<file path="src/rtl/flag_event_sync_if.sv">
// Handshake bundle between the event latch / consumer and flag_event_sync.
// slave is the sync block's view; master is the latch-and-consumer side.
interface flag_event_sync_if;
  logic       flag;
  logic       ack;
  logic       req;
  logic       clr;
  logic       busy;
  logic [7:0] evt_cnt;

  modport slave (
    input  flag,
    input  ack,
    output req,
    output clr,
    output busy,
    output evt_cnt
  );

  modport master (
    output flag,
    output ack,
    input  req,
    input  clr,
    input  busy,
    input  evt_cnt
  );
endinterface

</file>
<file path="src/rtl/flag_event_sync.sv">
// Synchronises an async event latch, qualifies it, hands it off on REQ/ACK,
// then pulses CLR to re-arm the latch.  States: IDLE wait | QUAL hold check |
// PEND req up | CLEAR clr pulse | WAITLOW wait for sync low.
module flag_event_sync #(
  parameter int SYNC_STAGES = 2,
  parameter int HOLD_CYCLES = 4,
  parameter int CNT_W       = 4,
  parameter int CLR_CYCLES  = 2
) (
  input  logic               i_c,
  input  logic               i_r,
  flag_event_sync_if.slave   bus
);

  localparam int CCW = (CLR_CYCLES > 1) ? $clog2(CLR_CYCLES) : 1;
  localparam logic [CNT_W-1:0] QCNT_LAST = CNT_W'(HOLD_CYCLES - 1);
  localparam logic [CCW-1:0]   CCNT_LOAD = CCW'(CLR_CYCLES - 1);

  typedef enum logic [2:0] {
    S_IDLE    = 3'd0,
    S_QUAL    = 3'd1,
    S_PEND    = 3'd2,
    S_CLEAR   = 3'd3,
    S_WAITLOW = 3'd4
  } state_t;

  state_t                 r_state, w_state_nxt;
  logic [SYNC_STAGES-1:0] r_sync;
  logic                   w_sync;
  logic [CNT_W-1:0]       r_qcnt, w_qcnt_nxt;
  logic [CCW-1:0]         r_ccnt, w_ccnt_nxt;
  logic [7:0]             r_evt_cnt;
  logic                   w_evt_inc;
  logic                   r_req, r_clr, r_busy;

  assign w_sync = r_sync[SYNC_STAGES-1];

  always_ff @(posedge i_c) begin
    if (i_r) r_sync <= '0;
    else     r_sync <= {r_sync[SYNC_STAGES-2:0], bus.flag};
  end

  always_comb begin
    w_state_nxt = r_state;
    w_qcnt_nxt  = r_qcnt;
    w_ccnt_nxt  = r_ccnt;
    w_evt_inc   = 1'b0;
    case (r_state)
      S_IDLE: begin
        if (w_sync) begin
          if (HOLD_CYCLES == 1) begin
            w_state_nxt = S_PEND;
          end else begin
            w_state_nxt = S_QUAL;
            w_qcnt_nxt  = CNT_W'(1);
          end
        end
      end
      S_QUAL: begin
        if (!w_sync) begin
          w_state_nxt = S_IDLE;
          w_qcnt_nxt  = '0;
        end else if (r_qcnt == QCNT_LAST) begin
          w_state_nxt = S_PEND;
          w_qcnt_nxt  = '0;
        end else begin
          w_qcnt_nxt  = r_qcnt + CNT_W'(1);
        end
      end
      S_PEND: begin
        if (bus.ack) begin
          w_state_nxt = S_CLEAR;
          w_ccnt_nxt  = CCNT_LOAD;
          w_evt_inc   = 1'b1;
        end
      end
      S_CLEAR: begin
        // Down-counter: terminal count ends the CLR pulse.
        if (r_ccnt == '0) w_state_nxt = S_WAITLOW;
        else              w_ccnt_nxt  = r_ccnt - CCW'(1);
      end
      S_WAITLOW: begin
        if (!w_sync) w_state_nxt = S_IDLE;
      end
      default: begin
        w_state_nxt = S_IDLE;
        w_qcnt_nxt  = '0;
        w_ccnt_nxt  = '0;
      end
    endcase
  end

  // Outputs are decoded from the next state so they register glitch-free.
  always_ff @(posedge i_c) begin
    if (i_r) begin
      r_state   <= S_IDLE;
      r_qcnt    <= '0;
      r_ccnt    <= '0;
      r_evt_cnt <= '0;
      r_req     <= 1'b0;
      r_clr     <= 1'b0;
      r_busy    <= 1'b0;
    end else begin
      r_state <= w_state_nxt;
      r_qcnt  <= w_qcnt_nxt;
      r_ccnt  <= w_ccnt_nxt;
      r_req   <= (w_state_nxt == S_PEND);
      r_clr   <= (w_state_nxt == S_CLEAR);
      r_busy  <= (w_state_nxt != S_IDLE);
      if (w_evt_inc) r_evt_cnt <= r_evt_cnt + 8'd1;
    end
  end

  assign bus.req     = r_req;
  assign bus.clr     = r_clr;
  assign bus.busy    = r_busy;
  assign bus.evt_cnt = r_evt_cnt;

endmodule

</file>
<file path="src/flat_wrapper.sv">
// flat-port wrapper written by rule: the top's interface ports become plain ports
module flag_event_sync_flat 
#(
  parameter int SYNC_STAGES = 2,
  parameter int HOLD_CYCLES = 4,
  parameter int CNT_W       = 4,
  parameter int CLR_CYCLES  = 2
)
  (i_c, i_r, bus_flag, bus_ack, bus_req, bus_clr, bus_busy, bus_evt_cnt);
  flag_event_sync_if bus_i ();
  input  logic i_c;
  input  logic i_r;
  input wire logic [$bits(bus_i.flag)-1:0] bus_flag;
  input wire logic [$bits(bus_i.ack)-1:0] bus_ack;
  output wire logic [$bits(bus_i.req)-1:0] bus_req;
  output wire logic [$bits(bus_i.clr)-1:0] bus_clr;
  output wire logic [$bits(bus_i.busy)-1:0] bus_busy;
  output wire logic [$bits(bus_i.evt_cnt)-1:0] bus_evt_cnt;
  assign bus_i.flag = bus_flag;
  assign bus_i.ack = bus_ack;
  assign bus_req = bus_i.req;
  assign bus_clr = bus_i.clr;
  assign bus_busy = bus_i.busy;
  assign bus_evt_cnt = bus_i.evt_cnt;
  flag_event_sync #(.SYNC_STAGES(SYNC_STAGES), .HOLD_CYCLES(HOLD_CYCLES), .CNT_W(CNT_W), .CLR_CYCLES(CLR_CYCLES)) u_core (.i_c(i_c), .i_r(i_r), .bus(bus_i));
endmodule
</file>
<file path="config.mk">
export PLATFORM = sky130hd
export DESIGN_NAME = flag_event_sync_flat
export DESIGN_NICKNAME = d
export VERILOG_FILES = /design/src/rtl/flag_event_sync_if.sv /design/src/rtl/flag_event_sync.sv /design/src/flat_wrapper.sv
export SDC_FILE = /design/constraint.sdc
export NUM_CORES = 1
export LEC_CHECK = 0
export ABC_CLOCK_PERIOD_IN_PS = 2000
export CAP_MARGIN = 20
export CELL_PAD_IN_SITES_DETAIL_PLACEMENT = 2
export CELL_PAD_IN_SITES_GLOBAL_PLACEMENT = 2
export CORE_MARGIN = 2
export CORE_UTILIZATION = 30
export CTS_CLUSTER_DIAMETER = 120
export DETAILED_ROUTE_END_ITERATION = 10
export PLACE_DENSITY = 0.81
export SLEW_MARGIN = 20
export SYNTH_ARGS = -nofsm -noshare
export SYNTH_HDL_FRONTEND = slang
export SYNTH_SLANG_ARGS = --single-unit
</file>
<file path="constraint.sdc">
create_clock -name i_c -period 2 [get_ports i_c]
set_input_delay 0.4 -clock i_c [delete_from_list [all_inputs] [get_ports i_c]]
set_output_delay 0.4 -clock i_c [all_outputs]
set_load 0.005 [all_outputs]
</file>
# After elaboration in Yosys (flattened, before gate mapping)
# Cells that the tools add are included.
[word_totals]
register_bits = 21
inputBits = 4
output_inout_bits = 11
elab_cells = 44
[classes]
n_addsub = 3
eq_ne = 9
n_mux = 16
bitwise = 2
n_reduce_logical = 6
[ops]
columns = ["operator", "count"]
rows = [
  ["3-bit 2-to-1 mux", 6],
  ["3-bit one-hot mux with 5 select lines", 1],
  ["3-bit by 2-bit == test with 1-bit output (second input constant)", 4],
  ["4-bit 2-to-1 mux", 3],
  ["4-bit one-hot mux with 3 select lines", 1],
  ["8-bit by 1-bit adder with 8-bit output (second input constant)", 1],
  ["3-bit OR reduction", 2],
  ["4-bit by 1-bit adder with 4-bit output (second input constant)", 1],
  ["4-bit by 2-bit == test with 1-bit output (second input constant)", 1],
  ["1-bit 2-to-1 mux", 4],
  ["2-bit AND reduction", 2],
  ["3-bit by 1-bit == test with 1-bit output (second input constant)", 1],
  ["3-bit == test (second input constant)", 1],
  ["3-bit zero test", 1],
  ["1-bit one-hot mux with 3 select lines", 1],
  ["3-bit nonzero test", 1],
  ["2-bit by 1-bit != test with 1-bit output (second input constant)", 1],
  ["2-bit != test (second input constant)", 1],
  ["1-bit NOT", 2],
  ["1-bit subtractor (second input constant)", 1],
]

# Logic depth before layout (Yosys ltp)
[logic_depth]
depth_word = 5
depth_mapped = 5
ltp_nobuf = 4

# Least setup slack after synthesis
# OpenSTA, ideal clock, no wires.
[synth_timing]
path_kind = "register -> register"
startpoint = "register u_core.r_state[2]"
endpoint = "register u_core.r_evt_cnt[7], in the netlist u_core.bus.evt_cnt[7]"
setup_time_ps = 123
t_arrival_ps = 1352
required_ps = 1877
path_slack_ps = 524
stages_incl_launch_ff = 6
path_buffers = 2
synth_period_minus_slack_ps = 1476
path_cell_list = "dfxtp_1 -> buf_6 -> nand4bb_4 -> buf_6 -> nor4_4 -> mux2_1"
[synth_between]
elab_chain_cells = 2
[synth_rtl]
columns = ["item", "line", "source"]
rows = [
  ["from (decl)", "flag_event_sync.sv:27", "state_t r_state, w_state_nxt;"],
  ["from (signal assigned)", "flag_event_sync.sv:104", "r_state <= w_state_nxt;"],
  ["3-bit by 2-bit == test with 1-bit output", "flag_event_sync.sv:48", "case (r_state)"],
  ["1-bit 2-to-1 mux", "flag_event_sync.sv:48", ""],
  ["to (signal assigned)", "flag_event_sync.sv:110", "if (w_evt_inc) r_evt_cnt <= r_evt_cnt + 8'd1;"],
  ["to (decl)", "flag_event_sync.sv:32", "logic [7:0] r_evt_cnt;"],
]
# No other way between the ends.
# A chain may end at the register's enable or synchronous reset.

# Worst setup path in the final report
[layout_timing]
startpoint = "register u_core.r_evt_cnt[3], in the netlist u_core.bus.evt_cnt[3]"
endpoint = "output bus_evt_cnt[3]"
[layout_lines]
columns = ["item", "line", "source"]
rows = [
  ["to (decl)", "flat_wrapper.sv:18", "output wire logic [$bits(bus_i.evt_cnt)-1:0] bus_evt_cnt;"],
]
# No word-level cell between the ends.

==> metrics <==
core area 0.003103 mm²; Fill cells 381; Largest stage delay, worst path 0.54 ns; Pre-antenna DRT Iters 3; clk_lat worst skew 0.31 ns; Hold-fix buffers, CTS 0; Tcrit/Tclk final 0.8496; max capacitance violation total 0; synth warn 0; register area share after synthesis 0.4200; register bit count reported by yosys 21; initial antenna violation count 0; status finished, final reports clean; Root Driver clkbuf_4; FMAX 588.5 MHz; Clock Sinks 21; Iter 0 DRT Violations 34; cell count after placement 160; Slew headroom 0.6820; PostCTS Resize Cnt 0; Post-CTS Setup Inserts 0; crit end category output pin; Synth Area per Inst 9.355 µm²; Buf+Inv Stages, Crit Path 1; first-pass GRT wire length 4.229 mm; I/O Buffers 14; Via density 5.140; Final Hold Fails 0; endpoints failing setup 0; syn nets 113; critical path launch point type flop; worst-path fanout max 6; Power Density 563.7 mW/mm²; hpwl dp 1.804 mm; TNS Setup 0 ns; CP top delay family buffers and inverters; Layout Skew 0.003870 ns; post-route cell area 0.001192 mm²; routability cong. 0.7117; Ports 15; Chip Width 61.76 µm; Max VDD drop 0.0001790 V; largest net degree at the start of global routing 14; Leak 0.3980 nW; cts bufs inserted 3; Finished Layout Cells 164; DR WL/cell 14.90 µm; antenna cells 0; Reg clk slew, reported paths 0.12 ns; Vias 843; Die Area 0.003814 mm²; CTS tree built; Detail Route Antenna Nets 0; Placed Instance Area 0.001166 mm²; most frequent cells in the layout dfxtp_1 (21), clkdlybuf4s50_1 (14), nor2_1 (12); Slowest-stage cell, CP clkdlybuf4s50_1; Mapped Cells 107; crit-path cells clkdlybuf4s50_1; clock buffer depth 2; DRT Wirelength 2.444 mm; max-slew violation count 0; post-layout minimum cycle time 1.699 ns; vias in the first global route 914; Req. time, crit path 1.60 ns; post-synth top area share 0.4200; power consumption 0.6721 mW; unrepaired setup endpoints after global routing false; DRC viols 0; die height 61.76 µm; H-Tree Depth 1; most common cell after layout, fill and taps aside dfxtp_1; Tot GR Track Use 0.1500; Netlist Area Pre-Place 0.001001 mm²; Starting Density 0.3226; area delta synth->final 19.12%; layout cells sized above 1 0.1000; Distinct cells, synth 34; area leader, netlist dfxtp_1; worst hold path class flop to flop; Layout Nets 127; Least-Margin Pin Slew 0.4637 ns; Congestion Overflow GR 0; kind of critical path flop to output pin; final design utilization 0.3843; Rows 20; CP arrival 1.30 ns; leading post-synthesis cells by cell area dfxtp_1 (42%), nor2_1 (4.5%), a21oi_1 (4.0%), a32oi_1 (3.5%), o31ai_1 (3.0%)
[power by group]
group | switching (mW) | total, mW | internal, mW
clock network | 0.135 | 0.213 | 0.0778
logic | 0.0169 | 0.0326 | 0.0157
registers | 0.00431 | 0.427 | 0.423
[sequential cells by signal, summed over array words and instances, names as in the netlist]
name and flops:
u_core.bus.evt_cnt 8, u_core.bus.clr 1, u_core.r_state 3, u_core.r_qcnt 4
u_core.bus.req 1, u_core.bus.busy 1, u_core.r_sync 2, u_core.r_ccnt 1
[Yosys cell counts, drive strengths merged]
library cell and count:
a311oi 1, a22oi 2, nand4bb 1, nand2 4
dfxtp 21, xor2 1, o31ai 4, nand4 1
a32oi 4, and2b 1, nor4bb 1, a21oi 8
ha 2, clkbuf 2, mux2 2, nand2b 3
inv 6, or3b 2, or3 2, nor3b 1
nand3 2, nor2 12, nor3 1, nor2b 4
or4 4, o32ai 1, buf 5, a31oi 1
and4bb 1, o21ai 4, mux2i 2, nor4 1
[cell type report]
| cell class | instances | area [µm²] | share of cell area |
|---|---|---|---|
| multi-input cells | 73 | 513.0 | 0.4302 |
| flip-flops and latches | 21 | 420.4 | 0.3526 |
| repair buffers | 16 | 155.1 | 0.1301 |
| well taps | 44 | 55.05 | 0.04617 |
| clock buffers | 4 | 26.28 | 0.02204 |
| inverters | 6 | 22.52 | 0.01889 |
[path summary, 6_finish.rpt]
| check | start | to | slack (ns) | cells past startpoint |
|---|---|---|---|---|
| setup / recovery | u_core.bus.evt_cnt[3]$_SDFFE_PP0P_ | bus_evt_cnt[3] | 0.30 | 1 |
| setup reg to reg | u_core.r_state[1]$_SDFF_PP0_ | u_core.bus.evt_cnt[7]$_SDFFE_PP0P_ | 0.40 | 3 |
| hold / removal | u_core.r_sync[0]$_SDFF_PP0_ | u_core.r_sync[1]$_SDFF_PP0_ | 0.47 | 1 |
| hold reg to reg | u_core.r_sync[0]$_SDFF_PP0_ | u_core.r_sync[1]$_SDFF_PP0_ | 0.47 | 1 |
[metal layers]
metal | part of all wire | GRT usage
met3 | 0.025 | 0.02277
met2 | 0.48 | 0.2421
met5 | 0 | 0
met4 | 0.011 | 0.07295
met1 | 0.48 | 0.1964
[per-stage QoR]
stage	hold WS, ns	setup slack [ns]
after floorplan	0.4138	0.5243
after global placement	0.4212	0.1087
after detailed placement	0.4374	0.05754
after CTS	0.4650	0.2888
after global routing	0.4789	0.2283
final	0.4662	0.3008
[logic make-up (layout without fill, tap and decap cells)]
logic type      count (synthesis)  in the layout  synth area share
buf+inv                        13             26           0.06750
fa+ha+maj                       2              2           0.02500
compound gates                 25             25            0.1638
mux                             4              4           0.04250
flops                          21             21            0.4200
simple gates                   41             41            0.2725
xor+xnor                        1              1          0.008752
(Power assumes the default switching activity.)
